### src/rtl/apb_master.sv
// APB master: turns single valid/ready commands into APB SETUP/ACCESS
// transfers and returns a one-cycle response pulse per accepted command.
//
// Ports
//   PCLK, PRESETn                  clock, asynchronous active-low reset
//   cmd_valid / cmd_ready          command handshake (accept on both high)
//   cmd_write, cmd_addr,
//   cmd_wdata, cmd_strb            command payload
//   rsp_valid                      one-cycle completion pulse
//   rsp_rdata, rsp_timeout         read data / abort flag, valid with rsp_valid
//   PSELx, PENABLE, PWRITE,
//   PADDR, PSTRB, PWDATA           APB request outputs (all registered)
//   PRDATA, PREADY                 APB completer response inputs
module apb_master #(
    parameter int DATA_WIDTH     = 32,
    parameter int ADDR_WIDTH     = 32,
    parameter int NBYTES         = DATA_WIDTH / 8,
    parameter int TIMEOUT_CYCLES = 16
) (
    input  logic                  PCLK,
    input  logic                  PRESETn,

    input  logic                  cmd_valid,
    output logic                  cmd_ready,
    input  logic                  cmd_write,
    input  logic [ADDR_WIDTH-1:0] cmd_addr,
    input  logic [DATA_WIDTH-1:0] cmd_wdata,
    input  logic [NBYTES-1:0]     cmd_strb,

    output logic                  rsp_valid,
    output logic [DATA_WIDTH-1:0] rsp_rdata,
    output logic                  rsp_timeout,

    output logic                  PSELx,
    output logic                  PENABLE,
    output logic                  PWRITE,
    output logic [ADDR_WIDTH-1:0] PADDR,
    output logic [NBYTES-1:0]     PSTRB,
    output logic [DATA_WIDTH-1:0] PWDATA,
    input  logic [DATA_WIDTH-1:0] PRDATA,
    input  logic                  PREADY
);

    typedef enum logic [1:0] {
        IDLE   = 2'd0,
        SETUP  = 2'd1,
        ACCESS = 2'd2
    } state_e;

    // Wait counter is 8 bits wide; the limit is folded to the same width.
    localparam logic [7:0] TIMEOUT_LIM = 8'(TIMEOUT_CYCLES);

    state_e                state_q,       state_d;
    logic [7:0]            wait_cnt_q,    wait_cnt_d;
    logic                  cmd_ready_q,   cmd_ready_d;
    logic                  psel_q,        psel_d;
    logic                  penable_q,     penable_d;
    logic                  pwrite_q,      pwrite_d;
    logic [ADDR_WIDTH-1:0] paddr_q,       paddr_d;
    logic [NBYTES-1:0]     pstrb_q,       pstrb_d;
    logic [DATA_WIDTH-1:0] pwdata_q,      pwdata_d;
    logic                  rsp_valid_q,   rsp_valid_d;
    logic                  rsp_timeout_q, rsp_timeout_d;
    logic [DATA_WIDTH-1:0] rsp_rdata_q,   rsp_rdata_d;

    logic                  accept;
    logic                  at_limit;

    // cmd_ready comes from a flop, so the handshake never depends
    // combinationally on cmd_valid.
    assign accept   = cmd_valid && cmd_ready_q;
    assign at_limit = (wait_cnt_q == TIMEOUT_LIM);

    always_comb begin
        state_d       = state_q;
        wait_cnt_d    = wait_cnt_q;
        cmd_ready_d   = cmd_ready_q;
        psel_d        = psel_q;
        penable_d     = penable_q;
        pwrite_d      = pwrite_q;
        paddr_d       = paddr_q;
        pstrb_d       = pstrb_q;
        pwdata_d      = pwdata_q;
        rsp_valid_d   = 1'b0;
        rsp_timeout_d = 1'b0;
        rsp_rdata_d   = '0;

        unique case (state_q)
            IDLE: begin
                // Ready rises on the first edge after reset release.
                cmd_ready_d = 1'b1;
                psel_d      = 1'b0;
                penable_d   = 1'b0;
                if (accept) begin
                    state_d     = SETUP;
                    cmd_ready_d = 1'b0;
                    psel_d      = 1'b1;
                    wait_cnt_d  = '0;
                    pwrite_d    = cmd_write;
                    paddr_d     = cmd_addr;
                    // Reads never present stale write data or strobes.
                    pstrb_d     = cmd_write ? cmd_strb  : '0;
                    pwdata_d    = cmd_write ? cmd_wdata : '0;
                end
            end

            SETUP: begin
                state_d   = ACCESS;
                psel_d    = 1'b1;
                penable_d = 1'b1;
            end

            ACCESS: begin
                if (PREADY) begin
                    // PREADY wins over a coincident timeout.
                    state_d     = IDLE;
                    cmd_ready_d = 1'b1;
                    psel_d      = 1'b0;
                    penable_d   = 1'b0;
                    rsp_valid_d = 1'b1;
                    rsp_rdata_d = pwrite_q ? '0 : PRDATA;
                end else if (at_limit) begin
                    state_d       = IDLE;
                    cmd_ready_d   = 1'b1;
                    psel_d        = 1'b0;
                    penable_d     = 1'b0;
                    rsp_valid_d   = 1'b1;
                    rsp_timeout_d = 1'b1;
                end else begin
                    wait_cnt_d = wait_cnt_q + 8'd1;
                end
            end

            default: begin
                state_d     = IDLE;
                cmd_ready_d = 1'b0;
                psel_d      = 1'b0;
                penable_d   = 1'b0;
            end
        endcase
    end

    always_ff @(posedge PCLK or negedge PRESETn) begin
        if (!PRESETn) begin
            state_q       <= IDLE;
            wait_cnt_q    <= '0;
            cmd_ready_q   <= 1'b0;
            psel_q        <= 1'b0;
            penable_q     <= 1'b0;
            pwrite_q      <= 1'b0;
            paddr_q       <= '0;
            pstrb_q       <= '0;
            pwdata_q      <= '0;
            rsp_valid_q   <= 1'b0;
            rsp_timeout_q <= 1'b0;
            rsp_rdata_q   <= '0;
        end else begin
            state_q       <= state_d;
            wait_cnt_q    <= wait_cnt_d;
            cmd_ready_q   <= cmd_ready_d;
            psel_q        <= psel_d;
            penable_q     <= penable_d;
            pwrite_q      <= pwrite_d;
            paddr_q       <= paddr_d;
            pstrb_q       <= pstrb_d;
            pwdata_q      <= pwdata_d;
            rsp_valid_q   <= rsp_valid_d;
            rsp_timeout_q <= rsp_timeout_d;
            rsp_rdata_q   <= rsp_rdata_d;
        end
    end

    assign cmd_ready   = cmd_ready_q;
    assign rsp_valid   = rsp_valid_q;
    assign rsp_rdata   = rsp_rdata_q;
    assign rsp_timeout = rsp_timeout_q;
    assign PSELx       = psel_q;
    assign PENABLE     = penable_q;
    assign PWRITE      = pwrite_q;
    assign PADDR       = paddr_q;
    assign PSTRB       = pstrb_q;
    assign PWDATA      = pwdata_q;

endmodule
### config.mk
export PLATFORM = sky130hd
export DESIGN_NAME = apb_master
export DESIGN_NICKNAME = d
export VERILOG_FILES = /design/src/rtl/apb_master.sv
export SDC_FILE = /design/constraint.sdc
export NUM_CORES = 1
export LEC_CHECK = 0
export CAP_MARGIN = 20
export CORE_AREA = 2 2 116 118
export DETAILED_ROUTE_END_ITERATION = 12
export DIE_AREA = 0 0 118 120
export HOLD_SLACK_MARGIN = 0.06
export PLACE_DENSITY = 0.8
export SLEW_MARGIN = 40
export SYNTH_ARGS = -nofsm -noshare
export SYNTH_HDL_FRONTEND = slang
export SYNTH_SLANG_ARGS = --single-unit
### constraint.sdc
create_clock -name PCLK -period 4.18 [get_ports PCLK]
set_input_delay 0.836 -clock PCLK [delete_from_list [all_inputs] [get_ports PCLK]]
set_output_delay 0.836 -clock PCLK [all_outputs]
set_load 0.01 [all_outputs]
# [Word-level counts from Yosys, hierarchy flattened]
# Cells that the tools add are included.
[word_totals] input_bits=105 elab_cells=55 regBits=116 out_inout_bits=106
[classes] n_bitwise=1 n_mux=27 n_reduce_logical=7 eq_ne=7 addsub=1
[op_table] cell="2-to-1 mux 32 bit" count=4
[op_table] cell="2-to-1 mux 8 bit" count=3
[op_table] cell="case mux 8 bit (2 select lines)" count=1
[op_table] cell="2-to-1 mux 1 bit" count=11
[op_table] cell="adder 8 x 1 -> 8 bit, second input constant" count=1
[op_table] cell="equality test 8 x 5 -> 1 bit, second input constant" count=1
[op_table] cell="2-to-1 mux 2 bit" count=3
[op_table] cell="inequality test 2 bit, second input constant" count=3
[op_table] cell="case mux 1 bit (3 select lines)" count=2
[op_table] cell="case mux 2 bit (3 select lines)" count=1
[op_table] cell="AND reduction 2 bit" count=3
[op_table] cell="2-to-1 mux 4 bit" count=1
[op_table] cell="AND reduction 4 bit" count=1
[op_table] cell="inequality test 3 bit, second input constant" count=1
[op_table] cell="equality test 2 x 1 -> 1 bit, second input constant" count=1
[op_table] cell="equality test 2 bit, second input constant" count=1
[op_table] cell="zero test 2 bit" count=1
[op_table] cell="case mux 1 bit (2 select lines)" count=1
[op_table] cell="nonzero test 2 bit" count=1
[op_table] cell="logical AND 1 bit" count=1
[op_table] cell="inverter 1 bit" count=1

# [Longest topological paths before layout]
# Gate-level depths: netlist of run 1.
[logic_depth] word_depth=4 mapped_depth=7 mapped_depth_nobuf=6

# [Least setup slack after synthesis of run 1]
# OpenSTA, ideal clock, no wires.
[synth_path] kind="in2reg" from="input port PREADY" to="register wait_cnt_q[5]" slack_ns=2.334 stages=4 setup_time_ns=0.126 t_arrival_ns=1.720 cell_sequence="nor3b_2 -> nor2_1 -> or2_1 -> a221o_1"
[synth_between] elab_chain_cells=2
[synth_lines] element="from (decl)" line="41" text="input logic PREADY"
[synth_lines] element="inequality test 2 bit (no source line)"
[synth_lines] element="AND reduction 4 bit (no source line)"
[synth_lines] element="to (signal assigned)" line="159" text="wait_cnt_q <= wait_cnt_d;"
[synth_lines] element="to (decl)" line="54" text="logic [7:0] wait_cnt_q, wait_cnt_d;"
# Every way passes these cells.
# A chain may end at the register's enable or synchronous reset.

# [Final worst setup path of run 1]
[layout_path] from="input port cmd_valid" to="register wait_cnt_q[5]"
[layout_between] elab_chain_cells=3
[layout_lines] element="from (decl)" line="23" text="input logic cmd_valid,"
[layout_lines] element="logical AND 1 bit" line="71" text="assign accept = cmd_valid && cmd_ready_q;"
[layout_lines] element="inequality test 2 bit (no source line)"
[layout_lines] element="AND reduction 4 bit (no source line)"
# Every way passes these cells.

==> results of run 1 <==
==> through the flow <==
stage                     hold WS (ps)  setup WS, ps  instance area (um^2)  power, mW
final                              461          1830                  7310       5.07
after global routing               481          1700                  7310       5.38
after CTS                          465          1860                  7310       5.14
after detailed placement           455          1420                  6670       3.56
after global placement             450          1470                  6670       3.50
after floorplan                    474          2330                  4400       2.48
==> state kept, by name, indices dropped and copies added, names as in the netlist <==
register     flops
PADDR           32
PWDATA          32
rsp_rdata       32
wait_cnt_q       8
PSTRB            4
state_q          2
PENABLE          1
PSELx            1
PWRITE           1
cmd_ready        1
rsp_timeout      1
rsp_valid        1
==> worst max-delay path, stage by stage <==
cell and delay, ps:
clkdlybuf4s50_1 520, nand3_4 90, clkinv_2 370, nor2_1 190
or2_1 280, a221o_1 350
==> cell usage after synthesis, drive strengths merged <==
library cell  count
ha                2
clkinv            1
a21boi            1
o31ai             5
nand2           180
dfrtp           116
a41oi             1
a31oi             2
nor3b             4
inv               3
nand4             1
buf               2
and4              1
or2               1
nand3            38
o21bai            1
and3              4
o21ai             7
nand2b            1
and2             34
clkbuf           20
nor2              8
a221o             2
a21oi             2
nor4b             1
==> path summary, 6_finish.rpt <==
path | endpoint | slack [ps] | cells past startpoint
min in group asynchronous | PENABLE$_DFFE_PN0P_ | 470 | 1
max reg2reg | wait_cnt_q[5]$_DFFE_PN0P_ | 2140 | 6
min | PSTRB[2]$_DFFE_PN0P_ | 460 | 2
max | wait_cnt_q[5]$_DFFE_PN0P_ | 1830 | 6
max in group asynchronous | rsp_rdata[30]$_DFF_PN0_ | 3000 | 2
min reg2reg | PSTRB[2]$_DFFE_PN0P_ | 460 | 2
==> placed cells by master (no fill, tap or decap), drive strengths merged, types with 2 or more instances in the layout <==
master | synthesis | layout
a21oi | 2 | 2
a221o | 2 | 2
a31oi | 2 | 2
and2 | 34 | 34
and3 | 4 | 4
buf | 2 | 6
bufinv | 0 | 4
clkbuf | 20 | 25
clkdlybuf4s50 | 0 | 208
clkinv | 1 | 4
dfrtp | 116 | 116
ha | 2 | 2
inv | 3 | 3
nand2 | 180 | 180
nand3 | 38 | 38
nor2 | 8 | 8
nor3b | 4 | 4
o21ai | 7 | 7
o31ai | 5 | 5
==> power by group <==
part | leakage, nW | switching [mW] | total (mW) | internal [mW]
clock | 0.310 | 0.493 | 1.55 | 1.06
combinational | 1.64 | 0.854 | 1.77 | 0.920
sequential | 1.52 | 0.228 | 1.75 | 1.52
total | 3.47 | 1.58 | 5.07 | 3.50
==> layer usage <==
metal / vias up / share of wire [%] / global-route usage (%)
met5: - / 0 / 0
met4: 0 / 2.4 / 8.73
met3: 19 / 9.6 / 8.37
met2: 159 / 50 / 29.2
met1: 1797 / 38 / 19.6
li1: 1818 / - / -
==> cell families after synthesis <==
group,share of synthesized area (%)
adders and majority gates,0.569
DFF,66.0
AOI/OAI and AO/OA,3.16
and+or+nand+nor,28.0
buffers and inverters,2.33
==> cell type report <==
type	instances	share of cell area, %
tap	176	3.01
clock buffer	24	6.73
sequential	116	39.7
multi-input combinational	296	19.1
clock inverter	8	2.00
timing repair buffer	215	29.2
inverter	4	0.222
==> results.toml, run 1 <==
[routing]
detail-route-antenna-nets = 0
vias = 3793
dr.pass1.iters = 4
first_iter_violations = 217
wl_mm = 12.1
drc = 0
wire_per_inst_um = 14.4
vias_per_cell = 4.52

[global_routing]
grt_max_degree = 85
gr-usage-all-layers_pct = 17.8
antenna_found_initial = 0
grt_pass1_vias = 3859
grt-ovfl-total = 0
grt_pass1_wl_mm = 19.5

[place]
place_congestion = 0.795
placed_cells = 807
io_buffers = 210
dp_hpwl_mm = 8.65

[sta]
slew_headroom_pct = 48.9
worst_slew_pin_slew_ps = 765
fin_crit_sh_pct = 56.3
clock_skew_ps = 7.20
slew_viol_final = 0
final_hold_viol_count = 0
fin_crit_ps = 2350
setup_viol = 0
rsz0062_at_grt = "false"
clock.fmax_ghz = 0.425
fin_tns_setup_ps = 0

[floorplanning]
die_y_um = 120
pin_count = 211
std_cell_rows = 42
initial_core_util_pct = 33.9
dieArea_um2 = 14200
die_w_um = 118
core-area_um2 = 13000

[logic_synthesis]
synth_cells = 438
synth.area.top_cells = "dfrtp_1 (66%), nand2_1 (15%), and2_1 (4.8%)"
synth-seq-cells = 116
yosys.cell_types.count = 29
avgSynthCellArea_um2 = 10.0
synth_area_um2 = 4400
synth_top_cell_by_area = "dfrtp_1"
yosysWarnings = 0
ys_seq_area_share_pct = 66.0
syn-num-nets = 545
synth_top_area_share_pct = 66.0

[run]
cap_violations = 0

[power_and_ir_drop]
leakagePower_nw = 3.47
power.density_nw_per_um2 = 694
ir_worst_vdd_v = 0.000295

[final_layout]
fin_cells = 839
antenna_cells = 0
drive_gt1_share_pct = 6.33
finalNetCount = 757
synthToLayoutAreaGrowth_pct = 66.1
seq_area_um2 = 2900
multi_input_area_um2 = 1400
fillers = 1084
fin_util_pct = 56.3

[clock_network]
root_buffer = "clkbuf_16"
ctsResizeCount = 0
cts_setup_buffers = 0
cts_max_level = 4
clk_latency_ps = 410
numCtsBuffers = 17
cts_tree = "done"
holdBufCountCts = 0
clk_path_buf_depth = 2
clock_sinks = 116
clkTransAtPathRegs_ps = 50

[setup_path]
path_max_fanout = 37
critPathKind = "input port to flop"
setup.worst_path.start = "cmd_valid"
cp.required_ps = 4470
cp-start-kind = "input port"
crit_arrival_ps = 2640
reg2reg_from = "state_q[1]$_DFFE_PN0P_"
end_kind = "flop"

[hold_path]
hp-start = "PSTRB[2]$_DFFE_PN0P_"
hp-class = "flop to flop"

[status]
status = "complete, no violations"
Note: power is estimated with default switching activity, not from simulation.
==> run 2: changes to the inputs <==
Settings changed: PLACE_DENSITY 0.8 to 0.83.
Clock period 4.18 ns to 2 ns, I/O delays scaled along.
==> run 2 against run 1 <==
Net effect:
- the run now ends with design-rule violations left
- critical path depth did not move
- final area rose by 1.2%
- clock-buffer cell count down 2
- sequential power is 110% higher
- via count increased by 2.1%
- cell count up 0.83%
- critical endpoint is now wait_cnt_q[7]$_DFFE_PN0P_
- largest power group unchanged
==> results.toml, run 2 (synthesized netlist as in run 1, its figures left out) <==
[status]
status = "complete, but fails checks"
violations = "design-rule violations"

[setup_path]
crit_arrival_ps = 2180
cp-start-kind = "flop"
critPathKind = "flop to flop"
cp.required_ps = 2280
end_kind = "flop"
path_max_fanout = 5

[floorplanning]
die_w_um = 118
pin_count = 211
core-area_um2 = 13000
initial_core_util_pct = 33.9
std_cell_rows = 42
dieArea_um2 = 14200
die_y_um = 120

[sta]
fin_crit_ps = 1890
clock.fmax_ghz = 0.528
rsz0062_at_grt = "false"
worst_slew_pin_slew_ps = 614
setup_viol = 0
holdWs_ps = 82.2
fin_crit_sh_pct = 94.6
slew_headroom_pct = 59.1
fin_tns_setup_ps = 0
clock_skew_ps = 9.55
slew_viol_final = 0
final_hold_viol_count = 0

[clock_network]
cts_setup_buffers = 0
clkTransAtPathRegs_ps = 50
clock_sinks = 116
clk_path_buf_depth = 2
cts_tree = "done"
clk_latency_ps = 410
numCtsBuffers = 17
ctsResizeCount = 0
root_buffer = "clkbuf_16"
holdBufCountCts = 0
cts_max_level = 4

[power_and_ir_drop]
power.density_nw_per_um2 = 1450
intPower_mw = 7.44
netSwitchingFraction_pct = 30.9
pwr-share-clk_pct = 30.6
leakagePower_nw = 3.52
pwr-share-seq_pct = 34.0
combinationalPowerShare_pct = 35.4
ir_worst_vdd_v = 0.000674
power_switching_mw = 3.32

[final_layout]
fin_util_pct = 57.0
finalNetCount = 764
final_common_cell = "clkdlybuf4s50_1"
synthToLayoutAreaGrowth_pct = 68.1
multi_input_area_um2 = 1400
antenna_cells = 0
seq_area_um2 = 2900
fin_area_um2 = 7400
fillers = 1109
layout_common_cells = "clkdlybuf4s50_1 (209), nand2_1 (180), dfrtp_1 (116)"
drive_gt1_share_pct = 7.31

[routing]
first_iter_violations = 188
wire_per_inst_um = 14.5
drc = 1
dr.pass1.iters = 9
wl_mm = 12.3
vias_per_cell = 4.58
detail-route-antenna-nets = 0
vias = 3872

[global_routing]
gr-usage-all-layers_pct = 18.1
grt_max_degree = 117
antenna_found_initial = 0
grt-ovfl-total = 0
grt_pass1_vias = 4052
grt_pass1_wl_mm = 20.1

[place]
dp_hpwl_mm = 8.56
place_congestion = 0.819
io_buffers = 210
post_dp_cell_area_um2 = 6750

[hold_path]
hp-class = "input port to asynchronous set/reset pin"

[run]
cap_violations = 0
## run 2: worst paths after layout
| path | startpoint | end | slack (ps) | depth (start not counted) |
|---|---|---|---|---|
| hold / removal | PRESETn | rsp_valid$_DFF_PN0_ | 80 | 2 |
| setup / recovery | wait_cnt_q[0]$_DFFE_PN0P_ | wait_cnt_q[7]$_DFFE_PN0P_ | 110 | 6 |
| hold reg to reg | PWDATA[7]$_DFFE_PN0P_ | PWDATA[7]$_DFFE_PN0P_ | 460 | 2 |
| max in group asynchronous | PRESETn | rsp_rdata[5]$_DFF_PN0_ | 1460 | 2 |
| min in group PCLK | PWDATA[7]$_DFFE_PN0P_ | PWDATA[7]$_DFFE_PN0P_ | 460 | 2 |
| setup reg to reg | wait_cnt_q[0]$_DFFE_PN0P_ | wait_cnt_q[7]$_DFFE_PN0P_ | 110 | 6 |
## run 2: routing by layer
layer	GRT usage, %	up-vias	wire [um]
met2	31.1	151	6320
li1	-	1838	-
met5	0	-	0
met1	20.0	1867	4810
met3	7.27	16	979
met4	7.00	0	163
## run 2: final cells by class
class	instances	area share, %
Tap cell	176	2.98
Clock inverter	10	2.40
Inverter	4	0.220
Multi-Input combinational cell	296	18.9
Clock buffer	22	6.28
Timing Repair Buffer	222	29.9
Sequential cell	116	39.2
## run 2: worst max-delay path, cell delays in order, from the launching register on
cell and delay (ps):
dfrtp_1 410, inv_1 100, ha_1 220, nor3b_2 170
and3_1 250, or2_1 250, a221o_1 360
## run 2: power groups by stage
stage	registers (mW)	clock network, mW	logic (mW)
after floorplan	4.01	0	1.17
after global placement	3.64	0	3.73
after detailed placement	3.69	0	3.83
after CTS	3.66	3.37	3.87
after global routing	3.77	3.48	4.16
final	3.66	3.30	3.81
## run 2: metrics by stage
stage / total power [mW] / std cells / setup WS [ps]
floorplan: 5.18 / 438 / 342
global placement: 7.37 / 814 / 95.0
detailed placement: 7.52 / 814 / 7.92
CTS: 10.9 / 846 / 60.6
global route: 11.4 / 846 / 20.8
finish: 10.8 / 846 / 107
